File: src/rtl/hpdcache_mem_req_write_merger.sv
// rtl/hpdcache_mem_req_write_merger.sv - merges write-request meta and write-data beats into one flit stream
//
// Purpose: sits downstream of the memory write-channel arbiter. Request meta
// (with its beat count) is queued in a small FIFO. Each data beat is bound to
// the meta at the FIFO head and leaves through a registered output stage as a
// flit that carries data, meta, and first/last markers.
//
// Ports:
//   clk_i, rst_ni                           clock, asynchronous active-low reset
//   req_valid_i/req_ready_o/req_i/req_len_i meta channel (len encodes beats-1)
//   data_valid_i/data_ready_o/data_i        write-data channel
//   data_last_i                             sender's last marker (checked only with the macro)
//   out_valid_o/out_ready_i                 flit handshake
//   out_meta_o/out_data_o/out_first_o/out_last_o  flit fields
//   err_o                                   sticky last-marker mismatch flag
//
// Configuration macro: HPDCACHE_MEM_WRITE_MERGER_LAST_CHK_EN
//   defined   -> data_last_i is compared against the computed last; a mismatch sets err_o
//   undefined -> data_last_i is ignored and err_o is tied low

module hpdcache_mem_req_write_merger #(
    parameter int unsigned META_W     = 64,
    parameter int unsigned DATA_W     = 128,
    parameter int unsigned LEN_W      = 8,
    parameter int unsigned FIFO_DEPTH = 2
) (
    input  logic              clk_i,
    input  logic              rst_ni,

    input  logic              req_valid_i,
    output logic              req_ready_o,
    input  logic [META_W-1:0] req_i,
    input  logic [LEN_W-1:0]  req_len_i,

    input  logic              data_valid_i,
    output logic              data_ready_o,
    input  logic [DATA_W-1:0] data_i,
    input  logic              data_last_i,

    output logic              out_valid_o,
    input  logic              out_ready_i,
    output logic [META_W-1:0] out_meta_o,
    output logic [DATA_W-1:0] out_data_o,
    output logic              out_first_o,
    output logic              out_last_o,

    output logic              err_o
);

    localparam int unsigned PTR_W = (FIFO_DEPTH > 1) ? $clog2(FIFO_DEPTH) : 1;
    localparam int unsigned CNT_W = $clog2(FIFO_DEPTH + 1);

    // Meta FIFO storage. Contents need no reset: validity is tracked by count_q.
    logic [META_W-1:0] meta_q [FIFO_DEPTH];
    logic [LEN_W-1:0]  len_q  [FIFO_DEPTH];

    logic [PTR_W-1:0]  wptr_q, wptr_d;
    logic [PTR_W-1:0]  rptr_q, rptr_d;
    logic [CNT_W-1:0]  count_q, count_d;
    logic [LEN_W-1:0]  cnt_q, cnt_d;

    logic              out_valid_q, out_valid_d;
    logic [META_W-1:0] out_meta_q, out_meta_d;
    logic [DATA_W-1:0] out_data_q, out_data_d;
    logic              out_first_q, out_first_d;
    logic              out_last_q, out_last_d;

    logic              push, pop, beat_acc, fifo_nonempty, beat_last;
    logic [META_W-1:0] head_meta;
    logic [LEN_W-1:0]  head_len;

    function automatic logic [PTR_W-1:0] ptr_inc(input logic [PTR_W-1:0] p);
        return (p == PTR_W'(FIFO_DEPTH - 1)) ? '0 : p + PTR_W'(1);
    endfunction

    // Ready is held low during reset so every output reads 0 while rst_ni=0.
    assign req_ready_o   = rst_ni & (count_q < CNT_W'(FIFO_DEPTH));
    assign push          = req_valid_i & req_ready_o;

    // count_q is registered, so a freshly pushed entry is not visible here
    // until the following cycle (no bypass).
    assign fifo_nonempty = (count_q != '0);
    assign head_meta     = meta_q[rptr_q];
    assign head_len      = len_q[rptr_q];

    assign data_ready_o  = fifo_nonempty & (~out_valid_q | out_ready_i);
    assign beat_acc      = data_valid_i & data_ready_o;
    assign beat_last     = (cnt_q == head_len);
    assign pop           = beat_acc & beat_last;

    always_comb begin
        wptr_d  = push ? ptr_inc(wptr_q) : wptr_q;
        rptr_d  = pop  ? ptr_inc(rptr_q) : rptr_q;
        count_d = count_q;
        if (push && !pop) begin
            count_d = count_q + CNT_W'(1);
        end else if (pop && !push) begin
            count_d = count_q - CNT_W'(1);
        end

        cnt_d = cnt_q;
        if (beat_acc) begin
            cnt_d = beat_last ? '0 : cnt_q + LEN_W'(1);
        end
    end

    // Output stage: load on accept (possibly in the same cycle the previous
    // flit leaves), otherwise drop valid once the flit is taken.
    always_comb begin
        out_valid_d = out_valid_q;
        out_meta_d  = out_meta_q;
        out_data_d  = out_data_q;
        out_first_d = out_first_q;
        out_last_d  = out_last_q;
        if (beat_acc) begin
            out_valid_d = 1'b1;
            out_meta_d  = head_meta;
            out_data_d  = data_i;
            out_first_d = (cnt_q == '0);
            out_last_d  = beat_last;
        end else if (out_ready_i) begin
            out_valid_d = 1'b0;
        end
    end

    always_ff @(posedge clk_i) begin
        if (push) begin
            meta_q[wptr_q] <= req_i;
            len_q[wptr_q]  <= req_len_i;
        end
    end

    always_ff @(posedge clk_i or negedge rst_ni) begin
        if (!rst_ni) begin
            wptr_q      <= '0;
            rptr_q      <= '0;
            count_q     <= '0;
            cnt_q       <= '0;
            out_valid_q <= 1'b0;
            out_meta_q  <= '0;
            out_data_q  <= '0;
            out_first_q <= 1'b0;
            out_last_q  <= 1'b0;
        end else begin
            wptr_q      <= wptr_d;
            rptr_q      <= rptr_d;
            count_q     <= count_d;
            cnt_q       <= cnt_d;
            out_valid_q <= out_valid_d;
            out_meta_q  <= out_meta_d;
            out_data_q  <= out_data_d;
            out_first_q <= out_first_d;
            out_last_q  <= out_last_d;
        end
    end

    assign out_valid_o = out_valid_q;
    assign out_meta_o  = out_meta_q;
    assign out_data_o  = out_data_q;
    assign out_first_o = out_first_q;
    assign out_last_o  = out_last_q;

`ifdef HPDCACHE_MEM_WRITE_MERGER_LAST_CHK_EN
    // The computed last always drives the flit; the sender's marker is only audited.
    logic err_q, err_d;

    always_comb begin
        err_d = err_q | (beat_acc & (data_last_i != beat_last));
    end

    always_ff @(posedge clk_i or negedge rst_ni) begin
        if (!rst_ni) begin
            err_q <= 1'b0;
        end else begin
            err_q <= err_d;
        end
    end

    assign err_o = err_q;
`else
    logic unused_data_last;
    assign unused_data_last = data_last_i;
    assign err_o = 1'b0;
`endif

endmodule

File: config.mk
export PLATFORM = sky130hd
export DESIGN_NAME = hpdcache_mem_req_write_merger
export DESIGN_NICKNAME = d
export VERILOG_FILES = /design/src/rtl/hpdcache_mem_req_write_merger.sv
export SDC_FILE = /design/constraint.sdc
export NUM_CORES = 1
export LEC_CHECK = 0
export ABC_CLOCK_PERIOD_IN_PS = 11300
export BUFFER_PORTS_ARGS = -buffer_cell sky130_fd_sc_hd__buf_2
export CORE_MARGIN = 5
export CORE_UTILIZATION = 40
export CTS_BUF_LIST = sky130_fd_sc_hd__clkbuf_4
export DETAILED_ROUTE_END_ITERATION = 10
export GPL_TIMING_DRIVEN = 0
export PLACE_DENSITY_LB_ADDON = 0.1
export REMOVE_ABC_BUFFERS = 1
export SETUP_SLACK_MARGIN = 0.15
export SLEW_MARGIN = 20
export SYNTH_ARGS = -nofsm -noshare
export SYNTH_HDL_FRONTEND = slang
export SYNTH_SLANG_ARGS = --single-unit
File: constraint.sdc
create_clock -name clk_i -period 11.3 [get_ports clk_i]
set_input_delay 1.13 -clock clk_i [delete_from_list [all_inputs] [get_ports clk_i]]
set_output_delay 1.13 -clock clk_i [all_outputs]
set_load 0.03 [all_outputs]
==> Word level (Yosys, flattened, before mapping) <==
Memory sizes are Yosys's and may differ from the RTL's. A register that Yosys moved wholly into a read port is not among the register bits.
Index checks and enable logic that the tools add are counted.
{ "totals": {"regBits": 143, "latch_bits": 0, "ram_bits": 144, "mem_bits_ro": 0, "input_bits": 206, "out_inout_bits": 198, "elab_cells": 42, "n_memories": 2} }
{ "mem_list": {"columns": ["memory", "words", "width", "rd", "rd_clocked_by_memory_dff", "wr", "line", "source"], "rows": [
  ["meta_q", 2, 64, 1, 1, 1, "54", "logic [META_W-1:0] meta_q [FIFO_DEPTH];"],
  ["len_q", 2, 8, 1, 0, 1, "55", "logic [LEN_W-1:0] len_q [FIFO_DEPTH];"]
]} }
{ "classes": {"addsub": 5, "n_mul": 0, "div": 0, "n_lt_le_gt_ge": 1, "eq_ne": 1, "n_shift": 0, "mux": 9, "bitwise": 7, "n_reduce_logical": 9} }
{ "op_table": {"columns": ["operator", "n"], "rows": [
  ["$add 8x1->8 const B", 1],
  ["$eq 8x8->1", 1],
  ["$logic_not 8->1", 1],
  ["$mux 8", 1],
  ["$mux 1", 6],
  ["$reduce_bool 2->1", 3],
  ["$and 1x1->1", 5],
  ["$mux 2", 2],
  ["$logic_not 1->1", 3],
  ["$add 1x1->1 const B", 2],
  ["$add 2x1->2 const B", 1],
  ["$logic_and 1x1->1", 2],
  ["$lt 2x2->1 const B", 1],
  ["$sub 2x1->2 const B", 1],
  ["$not 1->1", 1],
  ["$or 1x1->1", 1]
]} }

==> Depth between registers and ports, before layout <==
Gate-level depths: netlist (run 1).
{ "depth": {"ltp_word": 8, "depth_mapped": 9} }

==> Least setup slack after synthesis (run 1) <==
OpenSTA, ideal clock, no wires.
{ "synth_timing": {"path_type": "input-to-reg", "from": "input port rst_ni", "to": "memory len_q[0][0], enable pin", "t_arrival_ps": 4894, "t_required_ps": 10797, "setup_slack_ps": 5903, "stages": 3, "path_cell_list": "nor2b_1 -> nand2_1 -> nor2_1"} }
{ "synth_via": {"elab_chain_len": 4} }
{ "synth_rtl": {"columns": ["element", "line", "source"], "rows": [
  ["start: declaration", "28", "input logic rst_ni,"],
  ["$and 1x1->1", "77", "assign req_ready_o = rst_ni & (count_q < CNT_W'(FIFO_DEPTH));"],
  ["$and 1x1->1", "78", "assign push = req_valid_i & req_ready_o;"],
  ["$mux 1", "127", "if (push) begin"],
  ["$mux 1 (implied by the code)", "129", "len_q[wptr_q] <= req_len_i;"],
  ["end: declaration", "55", null]
]} }
No other way between the ends.

==> Final worst setup path (run 1) <==
{ "layout_timing": {"from": "input port rst_ni", "to": "output port req_ready_o"} }
{ "layout_via": {"elab_chain_len": 1} }
{ "layout_rtl": {"columns": ["element", "line", "source"], "rows": [
  ["$and 1x1->1", "77", null],
  ["end: declaration", "31", "output logic req_ready_o,"]
]} }
No other way between the ends.

==> flow_metrics.py, run 1 <==
metrics = {
    "status": {
        "status": "finished, final reports clean",
    },
    "global_route": {
        "grt_pass1_vias": 9259,
        "grt_antenna_before_repair": 10,
        "groute.usage.overall_pct": 18.5,
        "grt_pass1_wl_microns": 52000,
        "overflow": 0,
        "grt_max_degree": 87,
    },
    "yosys": {
        "synth_warnings": 0,
        "synth.avg_cell_area_sq_um": 12.2,
        "synth_top_family_by_area": "simple AND/OR/NAND/NOR gates",
        "synthArstFlopShare_pct": 59.0,
        "synth_cell_type_count": 40,
        "muxShareOfSynthArea_pct": 5.63,
        "synth.most_common_cell": "nand2_1",
        "ys_ff_latch": 351,
        "synth_area_leaders": "dfrtp_1 (40%), edfxtp_1 (33%), nand2_1 (13%), mux2i_1 (5.5%), o21ai_1 (2.5%)",
        "synth_xor_area_share_pct": 0.876,
        "synth_compound_area_share_pct": 3.44,
        "ys_seq_area_share_pct": 73.2,
        "synth_cells": 1068,
        "yosys.area_share.simple_pct": 14.6,
        "syn-cell-area_sq_um": 13000,
        "synth_edf_count": 144,
        "synth_ff_type": "dfrtp_1",
        "synth_top_area_share_pct": 39.9,
        "synth_adder_area_share_pct": 0.289,
        "synth.cells.most_frequent": "nand2_1 (462), dfrtp_1 (207), edfxtp_1 (144), mux2i_1 (72), o21ai_1 (65)",
        "synth_top_area_cell": "dfrtp_1",
    },
    "layout": {
        "nets": 1755,
        "fin_area_sq_um": 17100,
        "area_growth_pct": 31.8,
        "fillers": 2920,
        "drive_gt1_share_pct": 37.3,
        "stdcell_count": 2064,
    },
    "sta": {
        "fmax_ghz": 0.274,
        "setup_viol": 0,
        "fin_ws_ps": 7650,
        "hold_viol": 0,
        "period_needed_ps": 3650,
        "tightest_slew_ps": 739,
        "slew_violations": 0,
        "fin_crit_sh_pct": 32.3,
        "rsz0062_at_grt": "false",
        "holdWs_ps": 316,
        "relSlewSlack_pct": 50.7,
        "finClkSkew_ps": 39.1,
    },
    "route": {
        "totalWireLength_microns": 34000,
        "wl_per_cell_microns": 16.5,
        "vias": 9226,
        "drt_first_iter_violations": 342,
        "drcViolationCount": 0,
        "first_pass_iters": 4,
        "drt.antenna.violating_nets": 0,
        "via_per_inst": 4.47,
    },
    "clocking": {
        "postCtsSetupBuffers": 0,
        "cts_inserted_buffers": 92,
        "clock_path_buffers": 3,
        "cts_root_buf": "clkbuf_4",
        "cts_num_sinks": 351,
        "cts_tree": "done",
        "clk_pin_slew_ps": 60,
        "cts_max_level": 3,
        "worstSkewPairLatency_ps": 750,
        "cts_resized": 0,
        "postCtsHoldBufs": 0,
    },
    "power_and_ir_drop": {
        "p_leak_nw": 8.24,
        "p_sw_share_pct": 41.0,
        "power.switching_w": 0.00212,
        "p_clk_share_pct": 23.3,
        "p_seq_share_pct": 38.1,
        "p_per_area_nw_per_um2": 302,
        "p_comb_share_pct": 38.7,
        "vdd_drop_max_v": 0.000152,
        "power.internal_w": 0.00305,
        "p_total_w": 0.00517,
    },
    "floorplanning": {
        "die_h_microns": 190,
        "io_pins": 404,
        "core_area_sq_um": 32300,
        "rows": 66,
        "dieArea_sq_um": 36200,
        "initial_core_util_pct": 40.2,
        "die_w_microns": 190,
    },
    "placed_design": {
        "placedCellCount": 1894,
        "gp_congestion": 0.754,
        "port_buffers": 401,
        "placed_area_sq_um": 15800,
        "place_ws_ps": 7530,
        "dp_hpwl_microns": 24200,
    },
    "worst_setup_path": {
        "cp.required_ps": 10170,
        "cp-startpoint": "rst_ni",
        "crit_type": "primary input to output pin",
        "critPathLaunchType": "primary input",
        "r2r_start": "rptr_q$_DFFE_PN0P_",
        "arrival_ps": 2520,
        "crit_path_end_kind": "output pin",
        "crit_path_max_fanout": 86,
    },
    "worst_hold_path": {
        "hp-class": "primary input to asynchronous set/reset pin",
    },
    "job": {
        "maxCapViolCount": 0,
    },
}
==> layout by cell type, fill, tap and decap left out, types with 2 or more instances in the layout <==
master,Yosys,final
nand2_1,462,462
xnor2_1,11,11
clkinv_1,0,11
diode_2,0,4
nor2_1,3,2
xor2_1,2,2
clkbuf_4,0,147
dfrtp_1,207,206
or3_1,4,4
buf_16,0,7
a21o_1,4,4
nor4_4,2,2
a22oi_1,4,4
nand3_1,3,3
inv_1,4,4
edfxtp_1,144,144
buf_2,11,400
ha_1,3,3
o21ai_1,65,65
bufinv_16,0,5
buf_4,1,31
mux2i_1,72,72
==> final cells by class <==
type | count | area, sq um | area share (%)
Antenna cell | 4 | 10.0 | 0.0585
Inverter | 4 | 15.0 | 0.0877
Clock inverter | 19 | 208 | 1.21
Tap cell | 442 | 553 | 3.23
Clock buffer | 147 | 1100 | 6.45
Multi-Input combinational cell | 656 | 3250 | 19.0
Timing Repair Buffer | 441 | 2470 | 14.4
Sequential cell | 351 | 9510 | 55.5
==> cell families after synthesis <==
kind of cell | count (synthesis)
AO/OA/AOI/OAI | 81
adder cells (fa/ha/maj) | 3
buffers and inverters | 61
other | 1
multiplexers | 73
AND/OR/NAND/NOR | 485
flip-flops | 351
XOR/XNOR | 13
==> routing by layer <==
metal	vias to the layer above	part of all wire, %	wire [microns]	track usage, %
li1	4585	-	-	-
met1	4224	40	13700	22.0
met2	336	48	16200	30.1
met3	65	9.5	3230	7.85
met4	16	2.2	747	7.18
met5	-	0.29	99	0
==> power by group through the flow <==
stage	logic (W)	registers (W)	clock network, W
2_1_floorplan	0.000724	0.00267	0
3_3_place_gp	0.00213	0.00203	0
3_5_place_dp	0.00204	0.00199	0
4_1_cts	0.00204	0.00197	0.00125
5_1_grt	0.00216	0.00202	0.00133
6_report	0.00200	0.00197	0.00120
==> sequential cells by signal, indices dropped and copies added, names as in the netlist <==
register     count
len_q           16
out_first_o      1
count_q          2
out_valid_o      1
meta_q         128
out_last_o       1
cnt_q            8
out_meta_o      64
rptr_q           1
out_data_o     128
wptr_q           1
==> critical path, stage by stage <==
cell and delay, ps:
buf_8 370, buf_16 400, nor2b_1 270, buf_2 250
==> per-stage QoR <==
step	setup TNS [ps]	utilization (%)
after global placement	-968840	47.4
after floorplan	0	-
after global routing	0	53.0
final	0	53.0
after detailed placement	0	48.9
after CTS	0	53.0
==> path summary, 6_finish.rpt <==
path,to,slack [ps],cells after the start
worst max-delay path,req_ready_o,7650,4
worst max register to register,count_q[1]$_DFFE_PN0P_,8400,8
min in group clk_i,out_data_o[63]$_DFFE_PN0P_,460,2
worst min-delay path,out_meta_o[46]$_DFFE_PN0P_,320,1
worst min register to register,out_data_o[63]$_DFFE_PN0P_,460,2
max in group asynchronous,out_data_o[28]$_DFFE_PN0P_,10120,2
No activity file was read; power rests on OpenSTA's default activity.
==> inputs of run 2 (changes only) <==
--- a/config.mk
+++ b/config.mk
@@ -5,7 +5,7 @@
 export SDC_FILE = /design/constraint.sdc
 export NUM_CORES = 1
 export LEC_CHECK = 0
-export ABC_CLOCK_PERIOD_IN_PS = 11300
+export ABC_CLOCK_PERIOD_IN_PS = 3300
 export BUFFER_PORTS_ARGS = -buffer_cell sky130_fd_sc_hd__buf_2
 export CORE_MARGIN = 5
 export CORE_UTILIZATION = 40
==> constraint.sdc (replaced) <==
create_clock -name clk_i -period 3.3 [get_ports clk_i]
set_input_delay 0.33 -clock clk_i [delete_from_list [all_inputs] [get_ports clk_i]]
set_output_delay 0.33 -clock clk_i [all_outputs]
set_load 0.03 [all_outputs]
==> run 2 against run 1 <==
- sequential cell count unchanged
- wire length is 7.0% higher
- clock skew fell by 0.90 ps
- total power grew to 3.5 times the previous value
==> flow_metrics.py, run 2 (same netlist as run 1, synthesis figures left out) <==
metrics = {
    "power_and_ir_drop": {
        "p_clk_share_pct": 22.9,
        "p_total_w": 0.0180,
        "p_leak_nw": 9.11,
        "power.switching_w": 0.00737,
        "p_per_area_nw_per_um2": 938,
        "p_seq_share_pct": 37.2,
        "p_sw_share_pct": 40.9,
        "vdd_drop_max_v": 0.000513,
        "p_comb_share_pct": 39.9,
        "power.internal_w": 0.0106,
    },
    "floorplanning": {
        "die_w_microns": 190,
        "die_h_microns": 190,
        "rows": 66,
        "core_area_sq_um": 32300,
        "io_pins": 404,
        "dieArea_sq_um": 36200,
        "initial_core_util_pct": 40.2,
    },
    "global_route": {
        "grt_pass1_wl_microns": 56500,
        "grt_antenna_before_repair": 3,
        "grt_max_degree": 87,
        "overflow": 0,
        "grt_busiest_layer": "met2",
        "groute.usage.overall_pct": 19.8,
        "gr-usage-met2_pct": 32.7,
        "grt_pass1_vias": 10300,
        "use_met3_pct": 7.01,
        "use_met1_pct": 23.8,
    },
    "clocking": {
        "cts_inserted_buffers": 92,
        "clock_path_buffers": 3,
        "worstSkewPairLatency_ps": 740,
        "clk_pin_slew_ps": 60,
        "cts_tree": "done",
        "cts_num_sinks": 351,
        "cts_root_buf": "clkbuf_4",
        "cts_max_level": 3,
    },
    "placed_design": {
        "gp_congestion": 0.754,
        "placedCellCount": 1894,
        "port_buffers": 401,
        "dp_hpwl_microns": 24200,
    },
    "status": {
        "status": "finished, final reports clean",
    },
    "route": {
        "drt_first_iter_violations": 375,
        "vias": 10000,
        "totalWireLength_microns": 36300,
        "drcViolationCount": 0,
        "drt.antenna.violating_nets": 0,
        "wl_per_cell_microns": 16.0,
        "first_pass_iters": 4,
        "via_per_inst": 4.42,
    },
    "sta": {
        "period_needed_ps": 2720,
        "slew_violations": 0,
        "fmax_ghz": 0.368,
        "hold_viol": 0,
        "rsz0062_at_grt": "false",
        "setup_viol": 0,
        "relSlewSlack_pct": 49.9,
        "tightest_slew_ps": 751,
        "finClkSkew_ps": 38.2,
        "fin_crit_sh_pct": 82.4,
    },
    "job": {
        "maxCapViolCount": 0,
    },
    "worst_setup_path": {
        "arrival_ps": 3370,
        "crit_type": "flop to flop",
        "cp.required_ps": 3960,
        "critPathLaunchType": "flop",
        "crit_path_max_fanout": 19,
        "crit_path_end_kind": "flop",
    },
    "layout": {
        "final_common_cell": "nand2_1",
        "mostFrequentLayoutCells": "nand2_1 (462), buf_2 (400), dfrtp_1 (206)",
        "area_growth_pct": 47.7,
        "stdcell_count": 2269,
        "finish.utilization_pct": 59.4,
        "drive_gt1_share_pct": 33.2,
        "nets": 1961,
    },
    "worst_hold_path": {
        "hp-class": "primary input to asynchronous set/reset pin",
    },
}
==> run 2: cell count changes in the layout (fill, tap and decap cells not counted) <==
cell           before  now
dlygate4sd3_1       0  205
diode_2             4    3
buf_12              1    2
==> run 2: layout make-up <==
cell class	count	area (sq um)
fill	2669	13100
antenna	3	7.51
inverter	4	15.0
tap	442	553
sequential	351	9510
clock inverter	19	208
timing repair buffer	647	4550
clock buffer	147	1100
multi-input combinational	656	3250
==> run 2: path summary, 6_finish.rpt <==
check                                              to  slack [ps]                  startpoint  cells past startpoint
min reg2reg                out_data_o[63]$_DFFE_PN0P_         460  out_data_o[63]$_DFFE_PN0P_                      2
max in group asynchronous  out_data_o[96]$_DFFE_PN0P_        2330                      rst_ni                      3
max reg2reg                    count_q[1]$_DFFE_PN0P_         580          rptr_q$_DFFE_PN0P_                      8
min                        out_meta_o[46]$_DFFE_PN0P_         110                      rst_ni                      2
max                            count_q[1]$_DFFE_PN0P_         580          rptr_q$_DFFE_PN0P_                      8
min in group clk_i         out_data_o[78]$_DFFE_PN0P_         110                data_valid_i                      4
==> run 2: stage by stage <==
stage	setup TNS, ps	hold WS (ps)	worst slack [ps]	area (sq um)
after floorplan	-1483810	34.4	-7430	12800
after global placement	-3897940	452	-13630	15300
after detailed placement	0	304	334	15800
after CTS	0	0.217	316	19200
after global routing	0	61.4	288	19200
final	0	111	581	19200
==> run 2: power by group through the flow <==
stage	registers (W)	logic, W	clock network [W]
5_1_grt	0.00689	0.00774	0.00454
3_5_place_dp	0.00683	0.00697	0
2_1_floorplan	0.00916	0.00234	0
4_1_cts	0.00675	0.00720	0.00429
6_report	0.00670	0.00718	0.00413
3_3_place_gp	0.00673	0.00622	0
==> run 2: repair_timing <==
| action | in CTS | in global routing |
|---|---|---|
| hold buffers | 205 | 0 |
| endpoints found under the setup margin | 0 | 1 |
| buffers inserted | 0 | 1 |
| gates resized for setup | 0 | 0 |
| hold endpoints to repair | 459 | 0 |
==> run 2: metal layers <==
| layer | vias up | wire length, microns | share of wire (%) |
|---|---|---|---|
| li1 | 4990 | - | - |
| met1 | 4631 | 14700 | 40 |
| met2 | 351 | 17400 | 48 |
| met3 | 62 | 3180 | 8.7 |
| met4 | 0 | 1020 | 2.8 |
| met5 | - | 0 | 0 |
==> run 2: critical path, stage by stage, from the launching register on <==
cell and delay (ps):
dfrtp_4 730, mux2i_1 290, xnor2_1 130, nor4_4 540, nand3_1 240, ha_1 280
xor2_1 140, nor2_1 130, xor2_1 150
